**config.mk**
```make
export PLATFORM = sky130hd
export DESIGN_NAME = rt_imp_mac_pipe
export DESIGN_NICKNAME = d
export VERILOG_FILES = /design/src/rtl/rt_imp_mac_pipe.sv
export SDC_FILE = /design/constraint.sdc
export NUM_CORES = 1
export LEC_CHECK = 0
export ABC_AREA = 0
export CORE_MARGIN = 1.5
export CORE_UTILIZATION = 30
export CTS_CLUSTER_DIAMETER = 150
export DETAILED_ROUTE_END_ITERATION = 8
export DONT_BUFFER_PORTS = 1
export GPL_TIMING_DRIVEN = 0
export SKIP_CTS_REPAIR_TIMING = 1
export SLEW_MARGIN = 20
export SYNTH_ARGS = -nofsm -noshare
export SYNTH_HDL_FRONTEND = slang
export SYNTH_SLANG_ARGS = --single-unit
```
**constraint.sdc**
```tcl
create_clock -name clk -period 10.5 [get_ports clk]
set_input_delay 1.575 -clock clk [delete_from_list [all_inputs] [get_ports clk]]
set_output_delay 1.575 -clock clk [all_outputs]
set_load 0.02 [all_outputs]
```
**src/rtl/rt_imp_mac_pipe.sv**
```systemverilog
// rt_imp_mac_pipe: parametrised valid-tagged pipelined multiplier / multiply-accumulate with optional saturation
module rt_imp_mac_pipe #(
  parameter int ID = 1,
  parameter int DIN0_WIDTH = 12,
  parameter int DIN1_WIDTH = 9,
  parameter bit DIN0_SIGNED = 0,
  parameter bit DIN1_SIGNED = 1,
  parameter int DOUT_WIDTH = 21,
  parameter int NUM_STAGE = 4,
  parameter int MODE = 0,
  parameter bit SATURATE = 0
) (
  input  logic                  clk,
  input  logic                  reset,
  input  logic                  ce,
  input  logic                  in_valid,
  input  logic [DIN0_WIDTH-1:0] din0,
  input  logic [DIN1_WIDTH-1:0] din1,
  input  logic                  acc_first,
  output logic [DOUT_WIDTH-1:0] dout,
  output logic                  out_valid,
  output logic                  out_ovf
);
  localparam int PW = DIN0_WIDTH + DIN1_WIDTH + 1;
  localparam int XW = PW > DOUT_WIDTH + 1 ? PW : DOUT_WIDTH + 1;
  localparam int D = NUM_STAGE - 2 + 0 * ID;
  logic [DIN0_WIDTH-1:0] a_q;
  logic [DIN1_WIDTH-1:0] b_q;
  logic v1, f1, ovf;
  logic [PW-1:0] a_x, b_x, m;
  logic [PW-1:0] p_q [D];
  logic [D-1:0] v_q, f_q;
  logic signed [XW-1:0] pe;
  logic signed [DOUT_WIDTH:0] pa, sum;
  logic [DOUT_WIDTH-1:0] res;
  assign a_x = {{(DIN1_WIDTH + 1){DIN0_SIGNED & a_q[DIN0_WIDTH-1]}}, a_q};
  assign b_x = {{(DIN0_WIDTH + 1){DIN1_SIGNED & b_q[DIN1_WIDTH-1]}}, b_q};
  assign m = a_x * b_x;
  assign pe = XW'($signed(p_q[D-1]));
  assign pa = pe[DOUT_WIDTH:0];
  assign sum = (f_q[D-1] ? '0 : {dout[DOUT_WIDTH-1], dout}) + pa;
  always_comb begin
    ovf = MODE == 1 ? sum[DOUT_WIDTH] ^ sum[DOUT_WIDTH-1] : pe != XW'($signed(pe[DOUT_WIDTH-1:0]));
    res = MODE == 0 ? pe[DOUT_WIDTH-1:0] :
          ovf && SATURATE ? {sum[DOUT_WIDTH], {(DOUT_WIDTH - 1){~sum[DOUT_WIDTH]}}} : sum[DOUT_WIDTH-1:0];
  end
  always_ff @(posedge clk) begin
    if (reset) begin
      a_q <= '0;
      b_q <= '0;
      v1 <= 1'b0;
      f1 <= 1'b0;
      v_q <= '0;
      f_q <= '0;
      for (int i = 0; i < D; i++) p_q[i] <= '0;
      dout <= '0;
      out_valid <= 1'b0;
      out_ovf <= 1'b0;
    end else if (ce) begin
      a_q <= din0;
      b_q <= din1;
      v1 <= in_valid;
      f1 <= acc_first;
      p_q[0] <= m;
      v_q[0] <= v1;
      f_q[0] <= f1;
      for (int i = 1; i < D; i++) begin
        p_q[i] <= p_q[i-1];
        v_q[i] <= v_q[i-1];
        f_q[i] <= f_q[i-1];
      end
      out_valid <= v_q[D-1];
      out_ovf <= v_q[D-1] & ovf;
      if (v_q[D-1]) dout <= res;
    end
  end
endmodule

```
==> results of run 1 <==
-- layout make-up --
type | count | share of cell area
Buffer | 38 | 0.0197
Clock buffer | 9 | 0.0298
Clock inverter | 7 | 0.0107
Inverter | 75 | 0.0372
Multi-Input combinational cell | 493 | 0.557
Sequential cell | 91 | 0.299
Tap cell | 285 | 0.0471
-- registers in the layout, indices dropped and copies added, names as in the netlist --
signal	flops
dout	21
p_q	44
out_valid	1
a_q	12
b_q	9
v_q	2
v1	1
out_ovf	1
-- through the flow --
stage,hold slack [ns],setup WS (ns),instance area [µm²],util
after global placement,0.472,5.17,7260,0.321
final,0.495,5.15,7570,0.334
after detailed placement,0.484,5.19,7260,0.321
after CTS,0.498,5.13,7570,0.334
after floorplan,0.460,5.89,6910,-
after global routing,0.512,4.90,7570,0.334
-- routing by layer --
layer | vias to the layer above | routed length (µm) | track usage
met5 | - | 0 | 0
met4 | 0 | 269 | 0.0398
met3 | 22 | 992 | 0.0339
met2 | 97 | 6110 | 0.197
met1 | 2129 | 6610 | 0.162
li1 | 2259 | - | -
-- worst max-delay path, stage by stage (launching register included) --
cell and delay (ns):
sky130_fd_sc_hd__dfxtp_1 0.63, sky130_fd_sc_hd__clkbuf_1 0.44, sky130_fd_sc_hd__nor2b_1 0.30, sky130_fd_sc_hd__fa_1 0.47, sky130_fd_sc_hd__fa_1 0.52, sky130_fd_sc_hd__fa_1 0.52, sky130_fd_sc_hd__fa_1 0.53, sky130_fd_sc_hd__ha_1 0.32
sky130_fd_sc_hd__ha_1 0.40, sky130_fd_sc_hd__and3_1 0.26, sky130_fd_sc_hd__nand2_1 0.12, sky130_fd_sc_hd__a211oi_2 0.32, sky130_fd_sc_hd__o31ai_2 0.12, sky130_fd_sc_hd__mux2i_1 0.12
-- synthesized netlist by cell type, drive strengths merged --
library cell / count / share of area
o31a: 1 / 0.0014
or2: 1 / 0.00091
a31o: 1 / 0.0013
inv: 75 / 0.041
a21boi: 1 / 0.0011
nand4: 3 / 0.0027
a21oi: 41 / 0.030
and3: 3 / 0.0027
o211ai: 1 / 0.0011
a221oi: 1 / 0.0013
fa: 71 / 0.21
edfxtp: 44 / 0.19
buf: 7 / 0.0047
o31ai: 1 / 0.0018
dfxtp: 47 / 0.14
nor3: 3 / 0.0029
o21bai: 1 / 0.0011
nor3b: 3 / 0.0040
nand3: 7 / 0.0051
o21a: 3 / 0.0033
nand2: 108 / 0.059
a211oi: 2 / 0.0029
a21o: 6 / 0.0069
a311oi: 1 / 0.0013
mux2i: 26 / 0.038
and2: 75 / 0.068
a31oi: 2 / 0.0018
nor2: 35 / 0.019
nand2b: 8 / 0.0072
o21ai: 6 / 0.0065
nor2b: 10 / 0.0091
xor2: 4 / 0.0051
nor4: 1 / 0.00091
xnor2: 5 / 0.0063
a211o: 1 / 0.0014
clkbuf: 31 / 0.017
ha: 61 / 0.11
-- cells in the final DEF, fill, tap and decap left out, drive strengths merged, types with 6 or more instances in the layout --
cell and n:
mux2i 26, edfxtp 44, nand2 108, o21ai 6
ha 61, nor2b 10, nand2b 8, nand3 7
dfxtp 47, inv 78, buf 7, fa 71
and2 75, a21o 6, nor2 35, a21oi 41
clkbuf 40
-- kinds of logic (layout without fill, tap and decap cells) --
| group | count (synthesis) | in the layout | synth area share |
|---|---|---|---|
| xor gates and xnor gates | 9 | 9 | 0.0114 |
| muxes | 26 | 26 | 0.0377 |
| and+or+nand+nor | 257 | 257 | 0.181 |
| AOI/OAI and AO/OA | 69 | 69 | 0.0634 |
| buffers and inverters | 113 | 129 | 0.0623 |
| adders and majority gates | 132 | 132 | 0.316 |
| DFF | 91 | 91 | 0.328 |
-- path summary, 6_finish.rpt --
path,slack (ns),to,cells past startpoint,startpoint
worst max-delay path,5.15,p_q[0][18],13,b_q[8]
worst max register to register,5.15,p_q[0][18],13,b_q[8]
worst min-delay path,0.49,dout[7],2,p_q[0][29]
worst min register to register,0.49,dout[7],2,p_q[0][29]
-- power groups by stage --
stage	clock network (mW)	registers [mW]	logic [mW]
6_report	0.326	0.398	0.145
5_1_grt	0.347	0.400	0.166
4_1_cts	0.335	0.398	0.147
3_5_place_dp	0	0.406	0.144
3_3_place_gp	0	0.406	0.144
2_1_floorplan	0	0.403	0.111
==> report_table.html, run 1 <==
<table>
<tr><th>Metric</th><th>Value</th></tr>
<tr><th colspan="2">Status</th></tr>
<tr><td>Status</td><td>completed</td></tr>
<tr><th colspan="2">Power and ir drop</th></tr>
<tr><td>Leakage power total</td><td>3.44 nW</td></tr>
<tr><td>Final Total Pwr</td><td>0.869 mW</td></tr>
<tr><td>Clock share of power</td><td>0.375</td></tr>
<tr><td>Net switching component of the power</td><td>0.254 mW</td></tr>
<tr><td>Relative contribution of sequential cells to total power</td><td>0.458</td></tr>
<tr><td>Switching share of power</td><td>0.293</td></tr>
<tr><td>Power Dens Cells</td><td>115 mW/mm²</td></tr>
<tr><td>Cell internal power dissipation</td><td>0.614 mW</td></tr>
<tr><td>VDD IR max</td><td>0.0623 mV</td></tr>
<tr><td>Combinational share of power</td><td>0.167</td></tr>
<tr><th colspan="2">Global routing</th></tr>
<tr><td>First-pass GRT wire length</td><td>23.0 mm</td></tr>
<tr><td>Total track usage</td><td>0.124</td></tr>
<tr><td>Number of global-route vias before repair</td><td>4,520</td></tr>
<tr><td>Antenna violations before repair</td><td>0</td></tr>
<tr><td>Pin count of the biggest net entering global routing</td><td>45</td></tr>
<tr><td>Grt total ovfl</td><td>0</td></tr>
<tr><th colspan="2">Setup path</th></tr>
<tr><td>Category of the worst setup path capture point</td><td>flip-flop</td></tr>
<tr><td>Kind of launch point of the worst setup path</td><td>flip-flop</td></tr>
<tr><td>Arrival time worst endpoint</td><td>5.44 ns</td></tr>
<tr><td>Path type of the worst setup path</td><td>flip-flop to flip-flop</td></tr>
<tr><td>Worst Path Max Fanout</td><td>10</td></tr>
<tr><td>Required time at the worst-slack endpoint</td><td>10.59 ns</td></tr>
<tr><th colspan="2">Final layout</th></tr>
<tr><td>Layout Area Growth over Synthesis</td><td>9.60%</td></tr>
<tr><td>Number of antenna repair diodes</td><td>0</td></tr>
<tr><td>Share of layout cells above drive strength 1</td><td>0.0477</td></tr>
<tr><td>Net total in the final layout</td><td>866</td></tr>
<tr><td>Cell Count, Final, Fillers Out</td><td>998</td></tr>
<tr><td>Sequential cell area</td><td>0.00226 mm²</td></tr>
<tr><td>Multi-input gate area in the final layout</td><td>0.00421 mm²</td></tr>
<tr><td>Fillers</td><td>2,314</td></tr>
<tr><th colspan="2">Detailed routing</th></tr>
<tr><td>Number of search-and-repair iterations in the first detailed-routing pass</td><td>4</td></tr>
<tr><td>Residual antenna-violating net count after detailed routing</td><td>0</td></tr>
<tr><td>Detailed-route wire length</td><td>14.0 mm</td></tr>
<tr><td>Avg Vias per Cell</td><td>4.52</td></tr>
<tr><td>DR WL/cell</td><td>14.0 µm</td></tr>
<tr><td>Drt drc</td><td>0</td></tr>
<tr><td>Routed vias</td><td>4,507</td></tr>
<tr><td>1st-iter DRT viols</td><td>249</td></tr>
<tr><th colspan="2">Die</th></tr>
<tr><td>Die boundary width</td><td>155 µm</td></tr>
<tr><td>DIE HEIGHT</td><td>155 µm</td></tr>
<tr><td>Cell row count</td><td>55</td></tr>
<tr><td>Top-level port count</td><td>49</td></tr>
<tr><td>Die outline area</td><td>0.0239 mm²</td></tr>
<tr><td>Effective utilization at floorplan</td><td>0.305</td></tr>
<tr><td>Core box area</td><td>0.0226 mm²</td></tr>
<tr><th colspan="2">STA</th></tr>
<tr><td>Transition time at the pin with the least slew margin</td><td>0.927 ns</td></tr>
<tr><td>Normalized max-slew margin</td><td>0.382</td></tr>
<tr><td>Final Cycle Share</td><td>0.509</td></tr>
<tr><td>Fmax</td><td>0.187 GHz</td></tr>
<tr><td>Final-report max-slew violation count</td><td>0</td></tr>
<tr><td>Final number of setup-violating endpoints</td><td>0</td></tr>
<tr><td>Setup repair after global routing missed its margin</td><td>no</td></tr>
<tr><td>Minimum period implied by the final worst setup slack</td><td>5.35 ns</td></tr>
<tr><td>Final Hold Vio Count</td><td>0</td></tr>
<tr><td>Setup tns final</td><td>0 ns</td></tr>
<tr><td>Clock Skew</td><td>0.0188 ns</td></tr>
<tr><th colspan="2">Synth</th></tr>
<tr><td>Count of state elements after synthesis</td><td>91</td></tr>
<tr><td>Sequential element share of the synthesized area</td><td>0.328</td></tr>
<tr><td>Number of warnings issued by yosys</td><td>0</td></tr>
<tr><td>Number of nets produced by synthesis</td><td>855</td></tr>
<tr><td>Netlist Area Pre-Place</td><td>0.00691 mm²</td></tr>
<tr><td>Number of distinct library cells after synthesis</td><td>46</td></tr>
<tr><td>Syn Inst Count</td><td>697</td></tr>
<tr><td>Average footprint of a synthesized cell</td><td>9.91 µm²</td></tr>
<tr><th colspan="2">Clock tree</th></tr>
<tr><td>Clock tree from TritonCTS</td><td>built</td></tr>
<tr><td>Clk pin slew, worst setup/hold paths</td><td>0.08 ns</td></tr>
<tr><td>Max clock buf depth</td><td>2</td></tr>
<tr><td>Insertion delay of the later-clocked pin in the worst-skew pair</td><td>0.36 ns</td></tr>
<tr><td>Depth of the CTS H-tree</td><td>3</td></tr>
<tr><td>Number of sinks handled by clock tree synthesis</td><td>91</td></tr>
<tr><td>Inserted Clock Buffers</td><td>9</td></tr>
<tr><td>Clock root cell</td><td>sky130_fd_sc_hd__clkbuf_16</td></tr>
<tr><th colspan="2">Placement</th></tr>
<tr><td>Placed Cells</td><td>982</td></tr>
<tr><td>Count of port buffers added during placement</td><td>0</td></tr>
<tr><td>Weighted congestion reported at the end of routability-driven placement</td><td>0.813</td></tr>
<tr><td>DP Wirelength</td><td>10.9 mm</td></tr>
<tr><th colspan="2">Job</th></tr>
<tr><td>Number of violations of the max-capacitance limit</td><td>0</td></tr>
<tr><th colspan="2">Hold path</th></tr>
<tr><td>Path class of the lowest-slack min-delay path</td><td>flip-flop to flip-flop</td></tr>
</table>
Power figures use the tool's default switching activity.
==> run 2, diff against run 1 <==
==> constraint.sdc (replaced) <==
create_clock -name clk -period 4.88 [get_ports clk]
set_input_delay 0.732 -clock clk [delete_from_list [all_inputs] [get_ports clk]]
set_output_delay 0.732 -clock clk [all_outputs]
set_load 0.02 [all_outputs]
==> run 2 against run 1 <==
Net effect: flip-flop and latch count stayed put; sequential power is 120% higher; first-iteration DRC count down 16%; setup slack worse by 5.0 ns; critical endpoint is now p_q[0][21]; largest cell class unchanged.
==> report_table.html, run 2 (synthesis results as in run 1) <==
<table>
<tr><th>Metric</th><th>Value</th></tr>
<tr><th colspan="2">Status</th></tr>
<tr><td>Status</td><td>completed</td></tr>
<tr><th colspan="2">STA</th></tr>
<tr><td>Final Cycle Share</td><td>0.972 (+0.462)</td></tr>
<tr><td>Final Hold Vio Count</td><td>0 (unchanged)</td></tr>
<tr><td>Normalized max-slew margin</td><td>0.376 (-0.00615)</td></tr>
<tr><td>Final number of setup-violating endpoints</td><td>0 (unchanged)</td></tr>
<tr><td>Worst hold margin</td><td>0.495 ns (+0.000267 ns)</td></tr>
<tr><td>Minimum period implied by the final worst setup slack</td><td>4.74 ns (-0.607 ns)</td></tr>
<tr><td>Clock Skew</td><td>0.0180 ns (-0.000818 ns)</td></tr>
<tr><td>Fmax</td><td>0.211 GHz (+13%)</td></tr>
<tr><td>Final-report max-slew violation count</td><td>0 (unchanged)</td></tr>
<tr><td>Transition time at the pin with the least slew margin</td><td>0.937 ns (+0.00922 ns)</td></tr>
<tr><th colspan="2">Setup path</th></tr>
<tr><td>Maximum single-stage delay on the critical path</td><td>0.53 ns (-0.10 ns)</td></tr>
<tr><td>Worst-path cell chain</td><td>buf_6 -&gt; and2_1 -&gt; fa_1 -&gt; inv_1 -&gt; fa_1 -&gt; inv_1 -&gt; fa_1 -&gt; fa_1 -&gt; fa_1 -&gt; ha_4 -&gt; o211ai_1 -&gt; o21ai_2 -&gt; a31oi_2 -&gt; o21a_1 -&gt; mux2i_1</td></tr>
<tr><td>Required time at the worst-slack endpoint</td><td>4.98 ns (-5.61 ns)</td></tr>
<tr><td>Critical Path Source</td><td>b_q[3]</td></tr>
<tr><td>CP max-delay cell</td><td>sky130_fd_sc_hd__fa_1</td></tr>
<tr><td>Kind of launch point of the worst setup path</td><td>flip-flop</td></tr>
<tr><td>Worst path buffer plus inverter count</td><td>3 (+2)</td></tr>
<tr><td>Setup slack of the most critical reg-to-reg path</td><td>0.14 ns (-5.01 ns)</td></tr>
<tr><td>R2r startpoint</td><td>b_q[3]</td></tr>
<tr><td>Depth of the worst register-to-register path</td><td>15 (+2)</td></tr>
<tr><td>Worst path most repeated cell</td><td>sky130_fd_sc_hd__fa_1</td></tr>
<tr><td>Path type of the worst setup path</td><td>flip-flop to flip-flop</td></tr>
<tr><td>Gate family responsible for the most delay along the worst path</td><td>adder cells</td></tr>
<tr><td>Capturing instance or port of the critical path</td><td>p_q[0][21]</td></tr>
<tr><td>Arrival time worst endpoint</td><td>4.84 ns (-0.60 ns)</td></tr>
<tr><td>Category of the worst setup path capture point</td><td>flip-flop</td></tr>
<tr><td>Critical path depth in cells</td><td>15 (+2)</td></tr>
<tr><td>Worst Path Max Fanout</td><td>10 (unchanged)</td></tr>
<tr><td>FF-to-FF End</td><td>p_q[0][21]</td></tr>
<tr><th colspan="2">Clock tree</th></tr>
<tr><td>Inserted Clock Buffers</td><td>9 (unchanged)</td></tr>
<tr><td>Number of sinks handled by clock tree synthesis</td><td>91 (unchanged)</td></tr>
<tr><td>Depth of the CTS H-tree</td><td>3 (unchanged)</td></tr>
<tr><td>Max clock buf depth</td><td>2 (unchanged)</td></tr>
<tr><td>Clock tree from TritonCTS</td><td>built</td></tr>
<tr><td>Insertion delay of the later-clocked pin in the worst-skew pair</td><td>0.36 ns (about the same)</td></tr>
<tr><td>Clock root cell</td><td>sky130_fd_sc_hd__clkbuf_16</td></tr>
<tr><td>Clk pin slew, worst setup/hold paths</td><td>0.09 ns (about the same)</td></tr>
<tr><th colspan="2">Die</th></tr>
<tr><td>Top-level port count</td><td>49 (unchanged)</td></tr>
<tr><td>DIE HEIGHT</td><td>155 µm (unchanged)</td></tr>
<tr><td>Effective utilization at floorplan</td><td>0.305 (unchanged)</td></tr>
<tr><td>Die boundary width</td><td>155 µm (unchanged)</td></tr>
<tr><td>Cell row count</td><td>55 (unchanged)</td></tr>
<tr><td>Core box area</td><td>0.0226 mm² (unchanged)</td></tr>
<tr><td>Die outline area</td><td>0.0239 mm² (unchanged)</td></tr>
<tr><th colspan="2">Detailed routing</th></tr>
<tr><td>1st-iter DRT viols</td><td>209 (-16%)</td></tr>
<tr><td>Residual antenna-violating net count after detailed routing</td><td>0 (unchanged)</td></tr>
<tr><td>Detailed-route wire length</td><td>14.1 mm (+0.97%)</td></tr>
<tr><td>Drt drc</td><td>0 (unchanged)</td></tr>
<tr><td>DR WL/cell</td><td>14.3 µm (+1.9%)</td></tr>
<tr><td>Routed vias</td><td>4,531 (+0.53%)</td></tr>
<tr><td>Avg Vias per Cell</td><td>4.58 (+1.4%)</td></tr>
<tr><td>Number of search-and-repair iterations in the first detailed-routing pass</td><td>4 (unchanged)</td></tr>
<tr><th colspan="2">Hold path</th></tr>
<tr><td>Path class of the lowest-slack min-delay path</td><td>flip-flop to flip-flop</td></tr>
<tr><th colspan="2">Final layout</th></tr>
<tr><td>Commonest non-fill, non-tap cell in the layout</td><td>sky130_fd_sc_hd__nand2_1</td></tr>
<tr><td>Share of the core filled with cells in the final layout</td><td>0.342 (+0.00741)</td></tr>
<tr><td>Biggest registers after layout</td><td>p_q (44), dout (21), a_q (12)</td></tr>
<tr><td>Net total in the final layout</td><td>857 (-1.0%)</td></tr>
<tr><td>Largest register by flop count</td><td>p_q</td></tr>
<tr><td>Largest register FFs</td><td>44 (unchanged)</td></tr>
<tr><td>Layout Area Growth over Synthesis</td><td>12.0%</td></tr>
<tr><td>Share of layout cells above drive strength 1</td><td>0.111 (+0.0631)</td></tr>
<tr><td>Number of antenna repair diodes</td><td>0 (unchanged)</td></tr>
<tr><td>Top library cells by usage in the layout, fill and taps aside</td><td>105 x sky130_fd_sc_hd__nand2_1, 75 x sky130_fd_sc_hd__inv_1, 74 x sky130_fd_sc_hd__and2_1</td></tr>
<tr><th colspan="2">Placement</th></tr>
<tr><td>Count of port buffers added during placement</td><td>0 (unchanged)</td></tr>
<tr><td>Weighted congestion reported at the end of routability-driven placement</td><td>0.813 (unchanged)</td></tr>
<tr><td>DP Wirelength</td><td>10.9 mm (unchanged)</td></tr>
<tr><th colspan="2">Power and ir drop</th></tr>
<tr><td>Power Dens Cells</td><td>245 mW/mm² (+110%)</td></tr>
<tr><td>Leakage power total</td><td>3.49 nW (+1.4%)</td></tr>
<tr><td>VDD IR max</td><td>0.133 mV (+110%)</td></tr>
<tr><th colspan="2">Global routing</th></tr>
<tr><td>Grt total ovfl</td><td>0 (unchanged)</td></tr>
<tr><td>Number of global-route vias before repair</td><td>4,520 (unchanged)</td></tr>
<tr><td>First-pass GRT wire length</td><td>23.0 mm (unchanged)</td></tr>
<tr><td>Total track usage</td><td>0.124 (unchanged)</td></tr>
<tr><td>Antenna violations before repair</td><td>0 (unchanged)</td></tr>
<tr><td>Pin count of the biggest net entering global routing</td><td>45 (unchanged)</td></tr>
<tr><th colspan="2">Job</th></tr>
<tr><td>Number of violations of the max-capacitance limit</td><td>0 (unchanged)</td></tr>
</table>
==> run 2: cell types whose count changed in the layout (fill, tap and decap cells not counted), sizes merged <==
| cell | delta |
|---|---|
| buf | +10 |
| clkbuf | -19 |
==> run 2: worst min-delay path by stage <==
stage,start,end,slack [ns],depth (start not counted)
after detailed placement,v_q[0],v_q[0],0.48,2
after global routing,p_q[0][33],dout[11],0.51,2
after floorplan,v1,v1,0.46,2
after CTS,p_q[0][33],dout[11],0.50,2
final,p_q[0][29],dout[7],0.49,2
after global placement,v1,v_q[0],0.47,2
==> run 2: area by class of cell <==
cell class / count / area (µm²)
tap: 285 / 357
sequential: 91 / 2290
timing repair buffer: 2 / 15.0
inverter: 75 / 282
fill: 2308 / 14900
clock inverter: 7 / 81.3
multi-input combinational: 493 / 4320
buffer: 27 / 170
clock buffer: 9 / 225
==> run 2: tightest hold or removal path, delay by kind of cell (launching register included) <==
family	cells	cell delay (ns)
AOI/OAI and AO/OA	1	0.10
and+or+nand+nor	1	0.05
DFF	1	0.32
==> run 2: routing by layer <==
| layer | global-route usage | wire length (µm) | vias to the layer above | share of wire |
|---|---|---|---|---|
| li1 | - | - | 2245 | - |
| met1 | 0.162 | 6830 | 2164 | 0.48 |
| met2 | 0.197 | 6340 | 106 | 0.45 |
| met3 | 0.0339 | 771 | 16 | 0.055 |
| met4 | 0.0398 | 173 | 0 | 0.012 |
| met5 | 0 | 0 | - | 0 |
==> run 2: per-stage QoR <==
step / cell area, µm² / instances / setup TNS (ns) / setup slack (ns) / power [mW]
floorplan: 6910 / 697 / 0 / 0.272 / 1.10
global placement: 7260 / 982 / -3.18 / -0.454 / 1.18
detailed placement: 7260 / 982 / -3.28 / -0.431 / 1.18
CTS: 7570 / 998 / -3.81 / -0.490 / 1.89
global route: 7740 / 989 / -0.0489 / -0.0316 / 1.99
finish: 7740 / 989 / 0 / 0.139 / 1.90
==> run 2: report_power, final <==
group / total, mW / leakage, nW / internal (mW) / switching, mW
Sequential: 0.872 / 0.877 / 0.841 / 0.0315
Clock: 0.701 / 0.150 / 0.365 / 0.336
Combinational: 0.323 / 2.46 / 0.134 / 0.190
==> run 3, diff against run 2 <==
--- a/config.mk
+++ b/config.mk
@@ -9,9 +9,11 @@
 export CORE_MARGIN = 1.5
 export CORE_UTILIZATION = 30
 export CTS_CLUSTER_DIAMETER = 150
+export CTS_CLUSTER_SIZE = 24
 export DETAILED_ROUTE_END_ITERATION = 8
 export DONT_BUFFER_PORTS = 1
 export GPL_TIMING_DRIVEN = 0
+export REMOVE_ABC_BUFFERS = 1
 export SKIP_CTS_REPAIR_TIMING = 1
 export SLEW_MARGIN = 20
 export SYNTH_ARGS = -nofsm -noshare
==> run 3 against run 2 <==
Net effect: critical path depth stayed put; die area stayed put; core utilization is 0.83 points lower; non-clock buffer count is 25 lower; register-to-register slack better by 0.06 ns; critical endpoint unchanged.
==> report_table.html, run 3 (synthesis results as in run 1) <==
<table>
<tr><th>Metric</th><th>Value</th></tr>
<tr><th colspan="2">Setup path</th></tr>
<tr><td>Arrival time worst endpoint</td><td>4.78 ns (-0.06 ns)</td></tr>
<tr><td>Required time at the worst-slack endpoint</td><td>4.98 ns (about the same)</td></tr>
<tr><td>Path type of the worst setup path</td><td>flip-flop to flip-flop</td></tr>
<tr><td>Kind of launch point of the worst setup path</td><td>flip-flop</td></tr>
<tr><td>Depth of the worst register-to-register path</td><td>15 (unchanged)</td></tr>
<tr><td>Maximum single-stage delay on the critical path</td><td>0.54 ns (about the same)</td></tr>
<tr><td>Worst path most repeated cell</td><td>sky130_fd_sc_hd__fa_1</td></tr>
<tr><td>CP max-delay cell</td><td>sky130_fd_sc_hd__fa_1</td></tr>
<tr><td>Category of the worst setup path capture point</td><td>flip-flop</td></tr>
<tr><td>Worst-path cell chain</td><td>nand2_1 -&gt; fa_1 -&gt; inv_1 -&gt; fa_1 -&gt; inv_1 -&gt; fa_1 -&gt; inv_1 -&gt; fa_1 -&gt; fa_1 -&gt; ha_2 -&gt; o211ai_1 -&gt; o21ai_2 -&gt; a31oi_2 -&gt; o21a_1 -&gt; mux2i_1</td></tr>
<tr><td>Worst Path Max Fanout</td><td>13 (+3)</td></tr>
<tr><th colspan="2">Placement</th></tr>
<tr><td>Weighted congestion reported at the end of routability-driven placement</td><td>0.799 (-1.7%)</td></tr>
<tr><td>Setup Slack @ Placement</td><td>-0.167 ns (+0.264 ns)</td></tr>
<tr><td>DP Wirelength</td><td>9.55 mm (-12%)</td></tr>
<tr><td>Area post-placement</td><td>0.00713 mm² (-1.8%)</td></tr>
<tr><td>Count of port buffers added during placement</td><td>0 (unchanged)</td></tr>
<tr><th colspan="2">Detailed routing</th></tr>
<tr><td>Drt drc</td><td>0 (unchanged)</td></tr>
<tr><td>Detailed-route wire length</td><td>13.1 mm (-7.3%)</td></tr>
<tr><td>Avg Vias per Cell</td><td>4.48 (-2.2%)</td></tr>
<tr><td>1st-iter DRT viols</td><td>174 (-17%)</td></tr>
<tr><td>Number of search-and-repair iterations in the first detailed-routing pass</td><td>4 (unchanged)</td></tr>
<tr><td>Residual antenna-violating net count after detailed routing</td><td>0 (unchanged)</td></tr>
<tr><td>Routed vias</td><td>4,319 (-4.7%)</td></tr>
<tr><td>DR WL/cell</td><td>13.6 µm (-4.9%)</td></tr>
<tr><th colspan="2">Global routing</th></tr>
<tr><td>Number of global-route vias before repair</td><td>4,275 (-5.4%)</td></tr>
<tr><td>Grt total ovfl</td><td>0 (unchanged)</td></tr>
<tr><td>Total track usage</td><td>0.113 (-0.0107)</td></tr>
<tr><td>First-pass GRT wire length</td><td>21.5 mm (-6.7%)</td></tr>
<tr><td>Pin count of the biggest net entering global routing</td><td>51 (+13%)</td></tr>
<tr><td>Antenna violations before repair</td><td>0 (unchanged)</td></tr>
<tr><th colspan="2">STA</th></tr>
<tr><td>Transition time at the pin with the least slew margin</td><td>0.977 ns (+0.0407 ns)</td></tr>
<tr><td>Worst hold margin</td><td>0.446 ns (-0.0488 ns)</td></tr>
<tr><td>Final-report max-slew violation count</td><td>0 (unchanged)</td></tr>
<tr><td>Final Hold Vio Count</td><td>0 (unchanged)</td></tr>
<tr><td>Clock Skew</td><td>0.00882 ns (-0.00915 ns)</td></tr>
<tr><td>Post-layout worst setup margin</td><td>0.199 ns (+0.0603 ns)</td></tr>
<tr><td>Minimum period implied by the final worst setup slack</td><td>4.68 ns (-0.0603 ns)</td></tr>
<tr><td>Normalized max-slew margin</td><td>0.348 (-0.0271)</td></tr>
<tr><td>Fmax</td><td>0.214 GHz (+1.3%)</td></tr>
<tr><td>Final Cycle Share</td><td>0.959 (-0.0124)</td></tr>
<tr><td>Final number of setup-violating endpoints</td><td>0 (unchanged)</td></tr>
<tr><th colspan="2">Die</th></tr>
<tr><td>Effective utilization at floorplan</td><td>0.305 (unchanged)</td></tr>
<tr><td>DIE HEIGHT</td><td>155 µm (unchanged)</td></tr>
<tr><td>Core box area</td><td>0.0226 mm² (unchanged)</td></tr>
<tr><td>Cell row count</td><td>55 (unchanged)</td></tr>
<tr><td>Top-level port count</td><td>49 (unchanged)</td></tr>
<tr><td>Die outline area</td><td>0.0239 mm² (unchanged)</td></tr>
<tr><td>Die boundary width</td><td>155 µm (unchanged)</td></tr>
<tr><th colspan="2">Power and ir drop</th></tr>
<tr><td>VDD IR max</td><td>0.149 mV (+11%)</td></tr>
<tr><td>Power Dens Cells</td><td>245 mW/mm² (about the same)</td></tr>
<tr><td>Leakage power total</td><td>3.41 nW (-2.1%)</td></tr>
<tr><th colspan="2">Clock tree</th></tr>
<tr><td>Clock tree from TritonCTS</td><td>built</td></tr>
<tr><td>Insertion delay of the later-clocked pin in the worst-skew pair</td><td>0.35 ns (about the same)</td></tr>
<tr><td>Inserted Clock Buffers</td><td>9 (unchanged)</td></tr>
<tr><td>Depth of the CTS H-tree</td><td>3 (unchanged)</td></tr>
<tr><td>Number of sinks handled by clock tree synthesis</td><td>91 (unchanged)</td></tr>
<tr><td>Max clock buf depth</td><td>2 (unchanged)</td></tr>
<tr><td>Clock root cell</td><td>sky130_fd_sc_hd__clkbuf_16</td></tr>
<tr><td>Clk pin slew, worst setup/hold paths</td><td>0.07 ns (-0.02 ns)</td></tr>
<tr><th colspan="2">Hold path</th></tr>
<tr><td>Path class of the lowest-slack min-delay path</td><td>primary input to flip-flop</td></tr>
<tr><td>Number of cells on the worst hold path</td><td>1 (-1)</td></tr>
<tr><th colspan="2">Final layout</th></tr>
<tr><td>Top library cells by usage in the layout, fill and taps aside</td><td>108 x sky130_fd_sc_hd__nand2_1, 75 x sky130_fd_sc_hd__inv_1, 75 x sky130_fd_sc_hd__and2_1</td></tr>
<tr><td>Biggest registers after layout</td><td>p_q (44), dout (21), a_q (12)</td></tr>
<tr><td>Net total in the final layout</td><td>832 (-2.9%)</td></tr>
<tr><td>Largest register by flop count</td><td>p_q</td></tr>
<tr><td>Share of layout cells above drive strength 1</td><td>0.0898 (-0.0210)</td></tr>
<tr><td>Largest register FFs</td><td>44 (unchanged)</td></tr>
<tr><td>Commonest non-fill, non-tap cell in the layout</td><td>sky130_fd_sc_hd__nand2_1</td></tr>
<tr><td>Sequential cell area</td><td>0.00230 mm² (+0.60%)</td></tr>
<tr><td>Multi-input gate area in the final layout</td><td>0.00427 mm² (-1.1%)</td></tr>
<tr><td>Number of antenna repair diodes</td><td>0 (unchanged)</td></tr>
<tr><td>Summed area of non-filler cells in the final layout</td><td>0.00755 mm² (-2.4%)</td></tr>
<tr><td>Fillers</td><td>2,293 (-0.65%)</td></tr>
<tr><td>Layout Area Growth over Synthesis</td><td>9.30%</td></tr>
<tr><th colspan="2">Job</th></tr>
<tr><td>Number of violations of the max-capacitance limit</td><td>0 (unchanged)</td></tr>
<tr><th colspan="2">Status</th></tr>
<tr><td>Status</td><td>completed</td></tr>
</table>
run 3: cell types whose count changed in the layout (fill, tap and decap cells not counted), sizes merged:
cell,delta
clkbuf,-12
inv,+3
clkinv,-3
buf,-13
run 3: routing by layer:
metal / wire, µm / track usage / vias up
li1: - / - / 2189
met1: 6340 / 0.149 / 2048
met2: 6030 / 0.184 / 70
met3: 556 / 0.0258 / 12
met4: 161 / 0.0330 / 0
met5: 0 / 0 / -
run 3: where the power goes:
part           leakage, nW  total [mW]  switching [mW]  internal [mW]
clock network        0.150       0.700           0.333          0.366
logic                 2.38       0.268           0.152          0.116
registers            0.880       0.881          0.0413          0.840
total                 3.41        1.85           0.527           1.32
run 3: critical path, delay by kind of cell (launching register included):
kind	cells	cell delay, ns
AND/OR/NAND/NOR	1	0.11
multiplexers	1	0.11
flip-flops	1	0.44
AO/OA/AOI/OAI	4	0.78
buffers and inverters	3	0.16
adder cells (fa/ha/maj)	6	2.82
run 3: layout make-up:
| class | instances | share of cell area |
|---|---|---|
| clock buffers | 9 | 0.0298 |
| repair buffers | 4 | 0.00497 |
| flip-flops and latches | 91 | 0.305 |
| inverters | 75 | 0.0373 |
| multi-input cells | 493 | 0.566 |
| well taps | 285 | 0.0472 |
| clock inverters | 7 | 0.00978 |
run 3: path summary, 6_finish.rpt:
check | endpoint | from | slack, ns
min reg2reg | v1 | v1 | 0.49
max | p_q[0][21] | b_q[0] | 0.20
max reg2reg | p_q[0][21] | b_q[0] | 0.20
min | dout[0] | reset | 0.45
run 3: metrics by stage:
step,TNS [ns],util,cells,total power [mW]
after detailed placement,-0.776,0.315,945,1.16
after CTS,-0.945,0.328,961,1.87
after floorplan,0,-,659,1.09
after global routing,-0.0218,0.333,964,1.95
final,0,0.333,964,1.85
after global placement,-0.509,0.314,944,1.15
